===== config.mk =====
export PLATFORM = sky130hd
export DESIGN_NAME = pw_attempt_ctrl
export DESIGN_NICKNAME = d
export VERILOG_FILES = /design/src/rtl/pw_attempt_ctrl.sv
export SDC_FILE = /design/constraint.sdc
export NUM_CORES = 1
export LEC_CHECK = 0
export BUFFER_PORTS_ARGS = -buffer_cell sky130_fd_sc_hd__buf_4
export CAP_MARGIN = 20
export CORE_MARGIN = 5
export CORE_UTILIZATION = 59
export CTS_BUF_LIST = sky130_fd_sc_hd__clkbuf_8 sky130_fd_sc_hd__clkbuf_16
export CTS_CLUSTER_SIZE = 40
export DETAILED_ROUTE_END_ITERATION = 10
export PLACE_DENSITY = 0.88
export SYNTH_ARGS = -nofsm -noshare
export SYNTH_HDL_FRONTEND = slang
export SYNTH_SLANG_ARGS = --single-unit

===== constraint.sdc =====
create_clock -name clk -period 3.3 [get_ports clk]
set_input_delay 0.165 -clock clk [delete_from_list [all_inputs] [get_ports clk]]
set_output_delay 0.165 -clock clk [all_outputs]
set_load 0.02 [all_outputs]

===== src/rtl/pw_attempt_ctrl.sv =====
// Password entry controller: compares a terminator-delimited character stream
// against a fixed password, counts consecutive failures and enforces a timed lockout.
//
// state   | meaning
// --------+-----------------------------------------------------------
// ENTRY   | accepting characters, char_ready high
// CHECK   | one cycle: evaluate the entry just terminated
// OPEN    | unlocked, waits for relock
// LOCKOUT | failure limit reached, down-counting the lockout timer
module pw_attempt_ctrl #(
  parameter int                    PW_LEN         = 4,
  parameter logic [8*PW_LEN-1:0]   PASSWORD       = 32'h48454C50,
  parameter logic [7:0]            TERM_CHAR      = 8'h0D,
  parameter int                    MAX_FAILS      = 3,
  parameter int                    LOCKOUT_CYCLES = 1000
) (
  input  logic                           clk,
  input  logic                           reset,
  input  logic [7:0]                     char_in,
  input  logic                           char_valid,
  output logic                           char_ready,
  input  logic                           relock,
  output logic                           open,
  output logic                           fail,
  output logic                           lockout,
  output logic [$clog2(MAX_FAILS+1)-1:0] fail_cnt
);

  localparam int IW = $clog2(PW_LEN + 1);
  localparam int FW = $clog2(MAX_FAILS + 1);
  localparam int TW = $clog2(LOCKOUT_CYCLES + 1);

  localparam logic [IW-1:0] IDX_FULL  = IW'(PW_LEN);
  localparam logic [FW-1:0] FAIL_LAST = FW'(MAX_FAILS - 1);
  localparam logic [TW-1:0] TMR_LOAD  = TW'(LOCKOUT_CYCLES);
  localparam logic [TW-1:0] TMR_ONE   = TW'(1);

  typedef enum logic [1:0] {
    ENTRY   = 2'd0,
    CHECK   = 2'd1,
    OPEN    = 2'd2,
    LOCKOUT = 2'd3
  } state_t;

  state_t        state, state_nx;
  logic [IW-1:0] idx, idx_nx;
  logic          match, match_nx;
  logic [FW-1:0] fail_cnt_q, fail_cnt_nx;
  logic [TW-1:0] timer, timer_nx;
  logic          fail_q, fail_nx;
  logic [7:0]    pw_byte;

  // Byte idx of the password, first character in the MSB byte
  always_comb begin
    pw_byte = 8'h00;
    for (int i = 0; i < PW_LEN; i++) begin
      if (idx == IW'(i)) pw_byte = PASSWORD[8*(PW_LEN-1-i) +: 8];
    end
  end

  always_comb begin
    state_nx    = state;
    idx_nx      = idx;
    match_nx    = match;
    fail_cnt_nx = fail_cnt_q;
    timer_nx    = timer;
    fail_nx     = 1'b0;
    case (state)
      ENTRY: begin
        if (char_valid) begin
          if (char_in == TERM_CHAR) begin
            state_nx = CHECK;
          end else if (idx == IDX_FULL) begin
            match_nx = 1'b0;
          end else begin
            if (char_in != pw_byte) match_nx = 1'b0;
            idx_nx = idx + IW'(1);
          end
        end
      end
      CHECK: begin
        match_nx = 1'b1;
        idx_nx   = '0;
        if (match && (idx == IDX_FULL)) begin
          state_nx    = OPEN;
          fail_cnt_nx = '0;
        end else begin
          fail_nx     = 1'b1;
          fail_cnt_nx = fail_cnt_q + FW'(1);
          if (fail_cnt_q == FAIL_LAST) begin
            state_nx = LOCKOUT;
            timer_nx = TMR_LOAD;
          end else begin
            state_nx = ENTRY;
          end
        end
      end
      OPEN: begin
        if (relock) state_nx = ENTRY;
      end
      LOCKOUT: begin
        timer_nx = timer - TMR_ONE;
        // <= guards against a corrupted timer sticking in lockout forever
        if (timer <= TMR_ONE) begin
          state_nx    = ENTRY;
          fail_cnt_nx = '0;
          timer_nx    = '0;
        end
      end
      default: state_nx = ENTRY;
    endcase
  end

  always_ff @(posedge clk) begin
    if (reset) begin
      state      <= ENTRY;
      idx        <= '0;
      match      <= 1'b1;
      fail_cnt_q <= '0;
      timer      <= '0;
      fail_q     <= 1'b0;
    end else begin
      state      <= state_nx;
      idx        <= idx_nx;
      match      <= match_nx;
      fail_cnt_q <= fail_cnt_nx;
      timer      <= timer_nx;
      fail_q     <= fail_nx;
    end
  end

  assign char_ready = (state == ENTRY);
  assign open       = (state == OPEN);
  assign lockout    = (state == LOCKOUT);
  assign fail       = fail_q;
  assign fail_cnt   = fail_cnt_q;

endmodule


# After elaboration in Yosys (flattened, before gate mapping)

Cells that the tools add are included.

Bitwise gates (word level): 1
$add $sub $neg: 3
Multiplexer cells: 27
Equality and inequality tests: 19
Reduce and logical (&&, ||, !) cells: 11
Order comparisons: 1

Operator list:

| kind                                                                               | number |
|---|---|
| 10-bit two-way mux                                                                 | 3 |
| 8-bit two-way mux                                                                  | 3 |
| 10-bit one-hot mux with 2 select lines                                             | 1 |
| 2-bit two-way mux                                                                  | 7 |
| 2-bit != test (second input constant)                                              | 6 |
| 4-bit AND reduction                                                                | 3 |
| 10-bit by 1-bit less-or-equal comparator with 1-bit output (second input constant) | 1 |
| 10-bit by 1-bit subtractor with 10-bit output (second input constant)              | 1 |
| 3-bit two-way mux                                                                  | 3 |
| 8-bit by 4-bit == test with 1-bit output (second input constant)                   | 1 |
| 8-bit != test                                                                      | 1 |
| 2-bit one-hot mux with 4 select lines                                              | 1 |
| 7-bit two-way mux                                                                  | 1 |
| 2-bit == test (second input constant)                                              | 3 |
| 3-bit by 2-bit == test with 1-bit output (second input constant)                   | 2 |
| 3-bit one-hot mux with 2 select lines                                              | 1 |
| 1-bit two-way mux                                                                  | 5 |
| 2-bit by 1-bit != test with 1-bit output (second input constant)                   | 2 |
| 2-bit one-hot mux with 2 select lines                                              | 1 |
| 2-bit nonzero test                                                                 | 2 |
| 3-bit by 1-bit adder with 3-bit output (second input constant)                     | 1 |
| 3-bit by 1-bit == test with 1-bit output (second input constant)                   | 1 |
| 3-bit == test (second input constant)                                              | 1 |
| 3-bit zero test                                                                    | 1 |
| 10 further kinds                                                                   | 10 |

Output and inout port bits: 6
Register bits after elaboration: 19

# Longest topological paths before layout

Gate-level depths: netlist of the first run.

Depth in word-level cells: 11
Mapped depth: 6
Gate-level depth less buffers: 6

# Least setup slack after synthesis of the first run

OpenSTA, ideal clock, no wires.

Path type: register to register
Start: register idx[0]
End: register match
Clock period less this slack: 1663 ps
Arrival time: 1541 ps
Stages on the path, launching flop included: 7
Setup time: 122 ps
Setup slack: 1637 ps
Required time: 3178 ps
Cell sequence: dfxtp_1 > inv_1 > ha_1 > or3_1 > a21oi_1 > xor2_1 > a221o_1

Word-level cells in the longest chain between the ends: 8
Elaborated cells between the ends (all ways): 16

Ends and longest elaborated chain:

| item                                               | line | text |
|---|---|---|
| start: declaration                                 | 46   | `logic [IW-1:0] idx, idx_nx;` |
| start signal: assignment                           | 124  | `idx <= idx_nx;` |
| 3-bit zero test                                    | 57   | `if (idx == IW'(i)) pw_byte = PASSWORD[8*(PW_LEN-1-i) +: 8];` |
| 7-bit two-way mux                                  | 57   |  |
| 8-bit two-way mux (3 in series)                    | 57   |  |
| 8-bit != test                                      | 76   | `if (char_in != pw_byte) match_nx = 1'b0;` |
| 3-bit by 1-bit != test with 1-bit output (no line) | --   |  |
| 4-bit AND reduction (no line)                      | --   |  |
| end signal: assignment                             | 125  | `match <= match_nx;` |
| end: declaration                                   | 47   | `logic match, match_nx;` |

Several ways; a longest one is shown, not always the timed one. The select of a mux whose other input is x is not followed.
A chain may end at the register's enable or synchronous reset.

# Worst setup path in the final report of the first run

Start: register timer[0]
End: register timer[2]

Word-level cells in the longest chain between the ends: 3
Elaborated cells between the ends (all ways): 4

Ends and longest elaborated chain:

| item                                                                                                                               | line     | text |
|---|---|---|
| start: declaration                                                                                                                 | 49       | `logic [TW-1:0] timer, timer_nx;` |
| start signal: assignment                                                                                                           | 127      | `timer <= timer_nx;` |
| 10-bit by 1-bit subtractor with 10-bit output / 10-bit by 1-bit less-or-equal comparator with 1-bit output (equally long branches) | 102, 104 |  |
| 10-bit two-way mux (*)                                                                                                             | 104      | `if (timer <= TMR_ONE) begin` |
| 10-bit one-hot mux with 2 select lines (*)                                                                                         | 68       | `case (state)` |

Every way passes the cells marked *; elsewhere a longest branch is shown, timed or not.

==> impl_summary.txt, run 1 <==
----------------------------------------------------
[Setup path]
  Maximum fanout encountered on the critical timing path ... 6
  Cell family with the largest share of critical-path delay ... compound AO/OA/AOI/OAI gates
  WP data required ... 3.47 ns
  CP cell instances ... inv_1, ha_1, o21ba_2, a31oi_1, a21oi_1, a311oi_1
  Kind of critical path ... reg -> reg
  CP bufs+invs ... 1
  Critical Path End Type ... flip-flop
  Slowest cell on the critical path ... sky130_fd_sc_hd__dfxtp_1
  Largest stage delay on the critical path ... roughly 0.42 ns
  Critical path data arrival time ... 2.11 ns
  Kind of start point of the critical path ... flip-flop

[Drt]
  Via density per instance ... between 6 and 7
  Detailed-route wire length ... slightly below 3000 um
  Residual DRC count ... 0
  Length of the first detailed-routing pass in iterations ... 4
  Post-DRT Antenna Nets ... 0
  Final routed wire length divided by cell count ... between 15 and 20 um
  Number of violations reported at the end of detailed-routing iteration 0 ... between 40 and 50
  Vias after detailed routing ... about 1200

[Pwr]
  Post-route total power ... around 0.45 mW
  Max IR drop VDD ... between 0.3 and 0.4 mV
  Ratio of total power to cell area ... around 320 mW/mm^2
  Standby leakage power ... about 0.56 nW

[Place]
  Routability-driven placement congestion ratio ... 0.840
  Port Buffer Count ... 17
  Post-detailed-placement half-perimeter wirelength ... approximately 2200 um

[Yosys]
  Top flip-flop cell by instance count after synthesis ... sky130_fd_sc_hd__dfxtp_1
  Post-Syn Area per Cell ... 8.22 um^2
  Gate Count Post-Synth ... 149
  Post-synthesis sequential area ratio ... 31.1%
  Cell area after synthesis ... about 0.0012 mm^2
  Number of synthesized register bits ... 19
  Total nets after synthesis ... 169
  Syn. warnings ... 0
  Number of distinct library cells after synthesis ... roughly 40
  Number of flops mapped to enable cells by yosys ... 0
  Proportion of synthesized flip-flops having asynchronous set or reset ... 0%

[Clock tree]
  Number of buffers inserted by hold repair at cts ... 0
  Insertion delay of the later-clocked pin in the worst-skew pair ... ~0.26 ns
  Buffers inserted by post-CTS timing repair ... 0
  Number of buffers created by CTS ... 3
  Cells resized by post-CTS repair ... 0
  Deepest clock path buffer count ... 2
  Clock tree from TritonCTS ... built
  Clock slew at the register clock pins of the worst setup and hold paths ... roughly 0.07 ns
  Count of H-tree levels built during CTS ... 1
  TritonCTS sink count ... 19
  Root buf cell ... sky130_fd_sc_hd__clkbuf_8

[Timing]
  Total Neg Setup Slack ... 0 ns
  Post-layout minimum cycle time ... ~1.9 ns
  Final Max Tran Viols ... 0
  Hold violation count in the final report ... 0
  Final setup viols ... 0
  Worst slew margin relative to its limit ... 67.4%
  RSZ-0062 raised after global routing ... no
  Final Skew ... between 0.008 and 0.009 ns
  Worst-case hold slack ... around 0.20 ns
  Worst Max-Slew Pin Slew ... between 0.4 and 0.5 ns
  Highest Clock Rate ... between 0.5 and 0.6 GHz
  Share of the clock period used by the worst path after layout ... 59.0%

[Finish]
  Total area of sequential cells ... around 380 um^2
  Fraction of layout cells with a size suffix above 1 ... 19.6%
  Area of combinational cells with multiple inputs ... between 700 and 800 um^2
  Leading cell type in the layout, fill and taps excluded ... sky130_fd_sc_hd__dfxtp_1
  Count of antenna diodes in the layout ... 0
  Layout area overhead ... 16.2%
  Share of the core filled with cells in the final layout ... 72.6%
  Filler cells ... approximately 170
  Top library cells by usage in the layout, fill and taps aside ... 19 x sky130_fd_sc_hd__dfxtp_1, 17 x sky130_fd_sc_hd__buf_4, 14 x sky130_fd_sc_hd__a21oi_1
  Number of nets at the end of the flow ... 189

[Floorplanning]
  Floorplan die height ... ~56 um
  Placeable core region ... between 0.0015 and 0.002 mm^2
  Total I/O pin count ... 18
  Effective utilization at floorplan ... between 60% and 70%
  Die Outline Area ... ~0.0031 mm^2
  Row cnt ... 16
  Horiz. Die Dim ... 55.6 um

[Global routing]
  Number of antenna violations at the first check in global routing ... 0
  Sum of overflow across all layers after global routing ... 0
  Largest net degree at the start of global routing ... 16
  Wire length of the first global-routing pass ... a little under 5000 um
  Via count of the first global-routing pass ... between 1000 and 1500
  Total routing resource utilization after global routing ... between 10% and 20%

[Worst hold path]
  Hold Crit Class ... in -> reg

[Flow run]
  Number of maximum-capacitance violations ... 0

[Outcome]
  Result of the run ... complete, no violations

----------------------------------------------------
-- state kept, by name, indices dropped and copies added (netlist names) --
| register | cells |
|---|---|
| match | 1 |
| fail_cnt | 2 |
| timer | 10 |
| state | 2 |
| fail | 1 |
| idx | 3 |
-- power by group --
part / switching, mW / internal, mW
combinational: 0.0285 / 0.0268
sequential: 0.00370 / 0.233
clock: 0.0782 / 0.0829
total: 0.110 / 0.342
-- per-layer routing --
layer / share of wire, % / routed length (um) / track usage, %
met3: 7.3 / 219 / 6.29
met4: 0.47 / 14 / 6.94
met1: 45 / 1340 / 24.3
met5: 0 / 0 / 0
met2: 47 / 1410 / 31.1
-- cells in the mapped netlist (2+ instances only) --
library cell / instances / area [um^2]
sky130_fd_sc_hd__a31oi_1: 4 / 25.0
sky130_fd_sc_hd__dfxtp_1: 19 / 380
sky130_fd_sc_hd__o21ai_1: 2 / 10.0
sky130_fd_sc_hd__o31ai_1: 5 / 37.5
sky130_fd_sc_hd__nor2_1: 10 / 37.5
sky130_fd_sc_hd__nand2b_1: 2 / 12.5
sky130_fd_sc_hd__o211ai_1: 4 / 30.0
sky130_fd_sc_hd__nor3_1: 6 / 30.0
sky130_fd_sc_hd__nand3_1: 7 / 35.0
sky130_fd_sc_hd__and2_1: 2 / 12.5
sky130_fd_sc_hd__clkbuf_1: 2 / 7.51
sky130_fd_sc_hd__o21ai_0: 5 / 25.0
sky130_fd_sc_hd__ha_1: 8 / 100
sky130_fd_sc_hd__or2_2: 4 / 25.0
sky130_fd_sc_hd__a211oi_1: 3 / 22.5
sky130_fd_sc_hd__a31o_2: 2 / 17.5
sky130_fd_sc_hd__inv_1: 11 / 41.3
sky130_fd_sc_hd__a21oi_1: 14 / 70.1
sky130_fd_sc_hd__a311oi_1: 4 / 35.0
sky130_fd_sc_hd__nor2b_1: 4 / 25.0
sky130_fd_sc_hd__nand2_1: 7 / 26.3
sky130_fd_sc_hd__a21o_1: 2 / 15.0
sky130_fd_sc_hd__o21ba_2: 2 / 20.0
sky130_fd_sc_hd__or3_1: 3 / 18.8
-- kinds of logic after synthesis --
family / share of synthesized area, %
compound gates: 31.8
xor+xnor: 1.43
fa+ha+maj: 8.17
buf+inv: 4.29
flops: 31.1
simple gates: 23.3
-- final cells by class --
class / count / area share [%]
Timing Repair Buffer: 17 / 8.96
Sequential cell: 19 / 26.7
Clock buffer: 3 / 2.90
Tap cell: 27 / 2.37
Inverter: 12 / 3.16
Multi-Input combinational cell: 116 / 55.6
Clock inverter: 1 / 0.264
-- through the flow --
stage	instances	cell area [um^2]	setup slack (ns)
finish	195	1420	1.35
global route	195	1420	1.29
CTS	195	1420	1.40
detailed placement	191	1380	1.44
global placement	191	1380	1.60
floorplan	149	1220	1.64
-- worst paths after layout --
kind                  from       end  slack [ns]  depth (start not counted)
hold reg to reg   timer[8]  timer[8]        0.50                          1
setup reg to reg  timer[0]  timer[2]        1.35                          6
hold / removal       reset  state[1]        0.20                          2
setup / recovery  timer[0]  timer[2]        1.35                          6
No activity file was read; power rests on OpenSTA's default activity.
==> run 2, diff against run 1 <==
ABC_AREA = 1   (was not set)
CORE_UTILIZATION = 51   (was 59)
PLACE_DENSITY = 0.81   (was 0.88)
clock period = 1.59 ns   (was 3.3 ns; I/O delays follow)
==> run 2 against run 1 <==
Cell area is 20% higher. Combinational power grew to 4.0 times the previous value. Core utilization is 4.1 points lower. Hold slack worse by 0.15 ns. Die area is 21% higher. Critical path type unchanged. Non-clock buffer count is 9 higher. Worst setup slack worse by 1.3 ns. Sequential power is 110% higher. Clock power is 110% higher. Synthesized cell count is 35% higher. Routed wire length is 7.2% higher.
==> impl_summary.txt, run 2 <==
----------------------------------------------------
[Finish]
  Cell area after layout ... 0.00171 mm^2 (+20%)
  Filler cells ... 219 (+31%)
  Layout area overhead ... 28.4%
  Number of flip-flops in the largest register ... 10 (unchanged)
  Most flops, register ... timer
  Top Registers ... timer: 10 flops, idx: 3 flops
  Share of the core filled with cells in the final layout ... 68.5% (-4.1 points)
  Fraction of layout cells with a size suffix above 1 ... 33.5% (+14 points)
  Number of nets at the end of the flow ... 251 (+33%)
  Count of antenna diodes in the layout ... 0 (unchanged)
  Leading cell type in the layout, fill and taps excluded ... sky130_fd_sc_hd__nand2_1
  Top library cells by usage in the layout, fill and taps aside ... 38 x sky130_fd_sc_hd__nand2_1, 29 x sky130_fd_sc_hd__inv_1, 25 x sky130_fd_sc_hd__buf_4

[Yosys]
  Cell with the most instances after synthesis ... sky130_fd_sc_hd__nand2_1
  Dominant cells by area after synthesis ... sky130_fd_sc_hd__dfxtp_1 29%, sky130_fd_sc_hd__nand2_1 12%, sky130_fd_sc_hd__inv_1 9.6%
  Top flip-flop cell by instance count after synthesis ... sky130_fd_sc_hd__dfxtp_1
  Proportion of synthesized flip-flops having asynchronous set or reset ... 0% (unchanged)
  Post-Syn Area per Cell ... 6.64 um^2 (-19%)
  Total nets after synthesis ... 221 (+31%)
  Gate Count Post-Synth ... 201 (+35%)
  Post-synthesis sequential area ratio ... 28.5% (-2.5 points)
  Cell area after synthesis ... 0.00133 mm^2 (+8.9%)
  Number of flops mapped to enable cells by yosys ... 0 (unchanged)
  Most numerous cell types in the synthesized netlist ... 43 x sky130_fd_sc_hd__nand2_1, 34 x sky130_fd_sc_hd__inv_1, 19 x sky130_fd_sc_hd__dfxtp_1
  Cell type with the largest total area after synthesis ... sky130_fd_sc_hd__dfxtp_1
  Number of synthesized register bits ... 19 (unchanged)
  Yosys top cell area share ... 28.5% (-2.5 points)
  Number of distinct library cells after synthesis ... 28 (-32%)
  Syn. warnings ... 0 (unchanged)

[Drt]
  Via density per instance ... 5.23 (-16%)
  Post-DRT Antenna Nets ... 0 (unchanged)
  Length of the first detailed-routing pass in iterations ... 4 (unchanged)
  Detailed-route wire length ... 3200 um (+7.2%)
  Vias after detailed routing ... 1360 (+12%)
  Final routed wire length divided by cell count ... 12.3 um (-20%)
  Residual DRC count ... 0 (unchanged)
  Number of violations reported at the end of detailed-routing iteration 0 ... 26 (-47%)

[Clock tree]
  Count of H-tree levels built during CTS ... 1 (unchanged)
  Insertion delay of the later-clocked pin in the worst-skew pair ... 0.26 ns (about the same)
  Number of buffers inserted by hold repair at cts ... 0 (unchanged)
  Clock tree from TritonCTS ... built
  Root buf cell ... sky130_fd_sc_hd__clkbuf_8
  Number of buffers created by CTS ... 3 (unchanged)
  Clock slew at the register clock pins of the worst setup and hold paths ... 0.07 ns (about the same)
  TritonCTS sink count ... 19 (unchanged)
  Deepest clock path buffer count ... 2 (unchanged)

[Timing]
  Share of the clock period used by the worst path after layout ... 94.1% (+35 points)
  Hold violation count in the final report ... 0 (unchanged)
  Final Max Tran Viols ... 0 (unchanged)
  Post-layout minimum cycle time ... 1.50 ns (-0.452 ns)
  Final setup viols ... 0 (unchanged)
  Worst Max-Slew Pin Slew ... 0.355 ns (-0.130 ns)
  Total Neg Setup Slack ... 0 ns (unchanged)
  Highest Clock Rate ... 0.669 GHz (+30%)
  Final Skew ... 0.00339 ns (-0.00505 ns)
  Worst slew margin relative to its limit ... 76.2% (+8.8 points)

[Pwr]
  Max IR drop VDD ... 0.593 mV (+96%)
  Power share of the sequential group ... 47.3% (-4.9 points)
  Post-route total power ... 1.06 mW (+130%)
  Sw Pwr ... 0.295 mW (+170%)
  Fraction of power consumed by combinational cells ... 20.8% (+8.6 points)
  Cell internal pwr ... 0.762 mW (+120%)
  Sw Ratio ... 27.9% (+3.5 points)
  Power share of the clock group ... 31.9% (-3.7 points)
  Standby leakage power ... 0.799 nW (+42%)
  Ratio of total power to cell area ... 617 mW/mm^2 (+94%)

[Floorplanning]
  Placeable core region ... 0.00250 mm^2 (+27%)
  Effective utilization at floorplan ... 53.4% (-9.1 points)
  Row cnt ... 18 (+2)
  Die Outline Area ... 0.00374 mm^2 (+21%)
  Horiz. Die Dim ... 61.1 um (+10%)
  Floorplan die height ... 61.1 um (+10%)
  Total I/O pin count ... 18 (unchanged)

[Setup path]
  Critical Path End Type ... flip-flop
  WP data required ... 1.74 ns (-1.73 ns)
  Depth of the worst register-to-register path ... 11 (+5)
  Critical path data arrival time ... 1.65 ns (-0.46 ns)
  Kind of start point of the critical path ... flip-flop
  R2r startpoint ... idx[0]
  Maximum fanout encountered on the critical timing path ... 7 (+1)
  Critical R2R Capture ... timer[4]
  Slack of the worst reg-to-reg path ... 0.09 ns (-1.26 ns)
  Kind of critical path ... reg -> reg

[Place]
  Port Buffer Count ... 17 (unchanged)
  Instance area after placement ... 0.00153 mm^2 (+11%)
  Routability-driven placement congestion ratio ... 0.890 (+6.0%)
  Post-detailed-placement half-perimeter wirelength ... 2300 um (+5.1%)

[Worst hold path]
  Hold path start ... reset
  Hold Crit Class ... in -> reg
  Endpoint with the worst hold slack ... state[0]
  Depth of the worst hold-timing path ... 2 (unchanged)

[Global routing]
  Sum of overflow across all layers after global routing ... 0 (unchanged)
  Via count of the first global-routing pass ... 1257 (+10%)
  Number of antenna violations at the first check in global routing ... 0 (unchanged)
  Total routing resource utilization after global routing ... 17.4% (-2.0 points)
  Wire length of the first global-routing pass ... 4930 um (+0.55%)
  Largest net degree at the start of global routing ... 12 (-4)

[Flow run]
  Number of maximum-capacitance violations ... 0 (unchanged)

[Outcome]
  Result of the run ... complete, no violations

----------------------------------------------------
==> run 2: changes by cell type in the layout (fill, tap and decap cells not counted), moves of 5 or more <==
cell | before | now
sky130_fd_sc_hd__buf_4 | 17 | 25
sky130_fd_sc_hd__inv_2 | 1 | 8
sky130_fd_sc_hd__ha_1 | 8 | 3
sky130_fd_sc_hd__nand2_1 | 7 | 38
sky130_fd_sc_hd__inv_1 | 12 | 29
sky130_fd_sc_hd__o21ai_0 | 5 | 13
sky130_fd_sc_hd__nand2_2 | 0 | 5
sky130_fd_sc_hd__o21ai_2 | 0 | 5
==> run 2: kinds of logic (layout without fill, tap and decap cells) <==
kind of cell	count (synthesis)	in the layout	share of synthesized area, %
buf+inv	40	69	11.8
compound gates	43	43	18.9
simple gates	91	91	33.2
fa+ha+maj	8	8	7.50
flops	19	19	28.5
==> run 2: power by group through the flow <==
stage	logic (mW)	registers [mW]	clock network (mW)
after global routing	0.243	0.503	0.373
final	0.220	0.500	0.337
after detailed placement	0.170	0.505	0
after floorplan	0.108	0.503	0
after CTS	0.175	0.495	0.340
after global placement	0.166	0.504	0
==> run 2: layout make-up <==
cell class | instances | area, um^2 | area share [%]
Clock inverter | 1 | 5.00 | 0.292
Clock buffer | 3 | 41.3 | 2.41
Sequential cell | 19 | 393 | 22.9
Multi-Input combinational cell | 142 | 885 | 51.6
Inverter | 39 | 153 | 8.91
Timing Repair Buffer | 26 | 199 | 11.6
Tap cell | 30 | 37.5 | 2.19
==> run 2: critical path, stage by stage (launching register included) <==
cell	delay (ns)
sky130_fd_sc_hd__dfxtp_4	0.37
sky130_fd_sc_hd__inv_2	0.06
sky130_fd_sc_hd__ha_4	0.16
sky130_fd_sc_hd__nand2_2	0.06
sky130_fd_sc_hd__inv_1	0.04
sky130_fd_sc_hd__nand2_2	0.07
sky130_fd_sc_hd__nand2_2	0.06
sky130_fd_sc_hd__a21oi_2	0.16
sky130_fd_sc_hd__buf_6	0.15
sky130_fd_sc_hd__nand2_1	0.07
sky130_fd_sc_hd__nor2_1	0.12
sky130_fd_sc_hd__nor3b_2	0.06
==> run 2: through the flow <==
step	setup WS, ns	instances	hold WS (ns)
floorplan	0.0934	201	0.149
global placement	0.0356	252	0.318
detailed placement	-0.0249	252	0.324
CTS	0.0122	258	0.0512
global route	-0.0291	260	0.0462
finish	0.0943	260	0.0530
==> run 2: worst max-delay path by stage <==
stage,startpoint,to,depth (start not counted),slack [ns]
finish,idx[0],timer[4],11,0.09
global route,idx[2],match,11,-0.03
CTS,idx[0],timer[4],11,0.01
detailed placement,idx[0],timer[4],11,-0.02
global placement,idx[0],timer[4],11,0.04
floorplan,idx[0],timer[2],11,0.09
==> run 2: timing repair <==
item / in CTS / in global routing
endpoints found under the hold margin: 0 / 0
pin swaps: 2 / 8
gates resized for setup: 4 / 32
setup buffers: 2 / 2
endpoints found under the setup margin: 2 / 11
==> run 2: metal layers <==
metal	vias up	part of all wire (%)	wire, um	GRT usage [%]
met5	-	0	0	0
li1	710	-	-	-
met2	29	54	1730	35.6
met3	7	3.4	110	1.89
met4	0	2.0	65	6.50
met1	614	40	1290	17.5
==> run 3, diff against run 2 <==
CTS_BUF_LIST = not set   (was sky130_fd_sc_hd__clkbuf_8 sky130_fd_sc_hd__clkbuf_16)
==> run 3 against run 2 <==
Hold slack better by 0.077 ns. Clock skew up 0.0013 ns. Non-clock buffer count unchanged. Core utilization down 0.55 points. Cell area down 0.80%. Fmax down 0.42%. First-iteration DRC count down 19%. Count of clock-buffer cells in the layout unchanged. Sequential cell count unchanged. Sequential power about the same. Global-route usage down 0.65 points. Critical path type unchanged.
==> impl_summary.txt, run 3 (same netlist as run 2, synthesis figures left out) <==
----------------------------------------------------
[Outcome]
  Result of the run ... complete, no violations

[Pwr]
  Sw Ratio ... 29.3% (+1.4 points)
  Power share of the clock group ... 25.1% (-6.8 points)
  Standby leakage power ... 0.791 nW (-1.1%)
  Ratio of total power to cell area ... 569 mW/mm^2 (-7.7%)
  Fraction of power consumed by combinational cells ... 23.2% (+2.4 points)
  Power share of the sequential group ... 51.7% (+4.4 points)
  Cell internal pwr ... 0.684 mW (-10%)
  Post-route total power ... 0.967 mW (-8.5%)
  Sw Pwr ... 0.283 mW (-4.0%)
  Max IR drop VDD ... 0.539 mV (-9.1%)

[Drt]
  Residual DRC count ... 0 (unchanged)
  Post-DRT Antenna Nets ... 0 (unchanged)
  Detailed-route wire length ... 3130 um (-2.2%)
  Number of violations reported at the end of detailed-routing iteration 0 ... 21 (-19%)
  Via density per instance ... 5.22 (-0.29%)
  Vias after detailed routing ... 1356 (-0.29%)
  Length of the first detailed-routing pass in iterations ... 6 (+2)
  Final routed wire length divided by cell count ... 12.0 um (-2.2%)

[Timing]
  Highest Clock Rate ... 0.666 GHz (-0.42%)
  Share of the clock period used by the worst path after layout ... 94.5% (+0.40 points)
  Worst slew margin relative to its limit ... 75.5% (-0.63 points)
  Hold violation count in the final report ... 0 (unchanged)
  Final Skew ... 0.00473 ns (+0.00134 ns)
  Final Max Tran Viols ... 0 (unchanged)
  Post-layout minimum cycle time ... 1.50 ns (+0.00628 ns)
  Worst Max-Slew Pin Slew ... 0.364 ns (+0.00938 ns)
  Final setup viols ... 0 (unchanged)
  RSZ-0062 raised after global routing ... yes

[Finish]
  Top Registers ... timer: 10 flops, idx: 3 flops
  Top library cells by usage in the layout, fill and taps aside ... 38 x sky130_fd_sc_hd__nand2_1, 29 x sky130_fd_sc_hd__inv_1, 24 x sky130_fd_sc_hd__buf_4
  Number of flip-flops in the largest register ... 10 (unchanged)
  Number of nets at the end of the flow ... 251 (unchanged)
  Fraction of layout cells with a size suffix above 1 ... 33.0% (-0.43 points)
  Most flops, register ... timer
  Leading cell type in the layout, fill and taps excluded ... sky130_fd_sc_hd__nand2_1
  Cell area after layout ... 0.00170 mm^2 (-0.80%)
  Count of antenna diodes in the layout ... 0 (unchanged)
  Layout area overhead ... 27.4%

[Place]
  Routability-driven placement congestion ratio ... 0.890 (unchanged)
  Post-detailed-placement half-perimeter wirelength ... 2300 um (unchanged)
  Instance area after placement ... 0.00153 mm^2 (unchanged)
  Port Buffer Count ... 17 (unchanged)

[Clock tree]
  Clock tree from TritonCTS ... built
  TritonCTS sink count ... 19 (unchanged)
  Number of buffers created by CTS ... 3 (unchanged)
  Clock slew at the register clock pins of the worst setup and hold paths ... 0.11 ns (+0.04 ns)
  Insertion delay of the later-clocked pin in the worst-skew pair ... 0.30 ns (+0.04 ns)
  Root buf cell ... sky130_fd_sc_hd__clkbuf_4
  Deepest clock path buffer count ... 2 (unchanged)
  Count of H-tree levels built during CTS ... 1 (unchanged)

[Global routing]
  Via count of the first global-routing pass ... 1238 (-1.5%)
  Largest net degree at the start of global routing ... 12 (unchanged)
  Number of antenna violations at the first check in global routing ... 0 (unchanged)
  Sum of overflow across all layers after global routing ... 0 (unchanged)
  Total routing resource utilization after global routing ... 16.8% (-0.65 points)
  Wire length of the first global-routing pass ... 4800 um (-2.5%)

[Setup path]
  WP data required ... 1.79 ns (+0.05 ns)
  Maximum fanout encountered on the critical timing path ... 7 (unchanged)
  Critical path data arrival time ... 1.71 ns (+0.06 ns)
  Critical Path End Type ... flip-flop
  Kind of start point of the critical path ... flip-flop
  Kind of critical path ... reg -> reg

[Floorplanning]
  Total I/O pin count ... 18 (unchanged)
  Die Outline Area ... 0.00374 mm^2 (unchanged)
  Horiz. Die Dim ... 61.1 um (unchanged)
  Placeable core region ... 0.00250 mm^2 (unchanged)
  Floorplan die height ... 61.1 um (unchanged)
  Row cnt ... 18 (unchanged)
  Effective utilization at floorplan ... 53.4% (unchanged)

[Flow run]
  Number of maximum-capacitance violations ... 0 (unchanged)

[Worst hold path]
  Hold Crit Class ... in -> reg

----------------------------------------------------
==> run 3: changes by cell type in the layout (fill, tap and decap cells not counted), sizes merged <==
cell and delta:
buf -1, dlygate4sd3 +1
==> run 3: worst max-delay path, cell delays in order (launching register included) <==
cell	delay, ns
sky130_fd_sc_hd__dfxtp_4	0.39
sky130_fd_sc_hd__inv_2	0.06
sky130_fd_sc_hd__ha_4	0.16
sky130_fd_sc_hd__nand2_2	0.06
sky130_fd_sc_hd__inv_1	0.04
sky130_fd_sc_hd__nand2_2	0.07
sky130_fd_sc_hd__nand2_2	0.06
sky130_fd_sc_hd__a21oi_2	0.17
sky130_fd_sc_hd__buf_6	0.15
sky130_fd_sc_hd__nand2_1	0.07
sky130_fd_sc_hd__nor2_1	0.12
sky130_fd_sc_hd__nor3b_2	0.06
==> run 3: worst paths after layout <==
| kind | endpoint | cells past startpoint | slack (ns) | from |
|---|---|---|---|---|
| max | timer[4] | 11 | 0.09 | idx[0] |
| min | state[0] | 5 | 0.13 | relock |
| max reg2reg | timer[4] | 11 | 0.09 | idx[0] |
| min reg2reg | fail_cnt[0] | 1 | 0.46 | fail_cnt[0] |
==> run 3: power groups by stage <==
stage	combinational (mW)	clock, mW	sequential, mW
floorplan	0.108	0	0.503
global placement	0.166	0	0.504
detailed placement	0.170	0	0.505
CTS	0.177	0.251	0.495
global route	0.247	0.281	0.503
finish	0.224	0.243	0.500
==> run 3: what timing repair did <==
item,4_1_cts,5_1_grt
pin swaps,2,9
endpoints found under the hold margin,1,0
resized for setup,4,32
endpoints found under the setup margin,3,11
hold buffers,1,0
gates cloned,0,0
setup buffers,1,2
==> run 3: metal layers <==
| layer | GRT usage, % | up-vias | wire [um] |
|---|---|---|---|
| li1 | - | 710 | - |
| met1 | 17.5 | 614 | 1280 |
| met2 | 33.8 | 28 | 1700 |
| met3 | 1.89 | 4 | 97 |
| met4 | 5.57 | 0 | 45 |
| met5 | 0 | - | 0 |
==> run 3: area by class of cell <==
cell class              instances  area [um^2]
multi-input cells             142          888
fillers                       223          801
flip-flops and latches         19          392
repair buffers                 26          201
inverters                      39          153
well taps                      30         37.5
clock buffers                   3         22.5
clock inverters                 1         5.00
==> run 3: through the flow <==
stage / cells / hold slack [ns] / util (%) / worst slack (ns) / setup TNS (ns)
detailed placement: 252 / 0.324 / 61.0 / -0.0249 / -0.0249
finish: 260 / 0.130 / 68.0 / 0.0880 / 0
global placement: 252 / 0.318 / 61.0 / 0.0356 / 0
CTS: 258 / 0.131 / 63.2 / 0.00471 / 0
floorplan: 201 / 0.149 / - / 0.0934 / 0
global route: 260 / 0.161 / 68.0 / -0.0366 / -0.0469
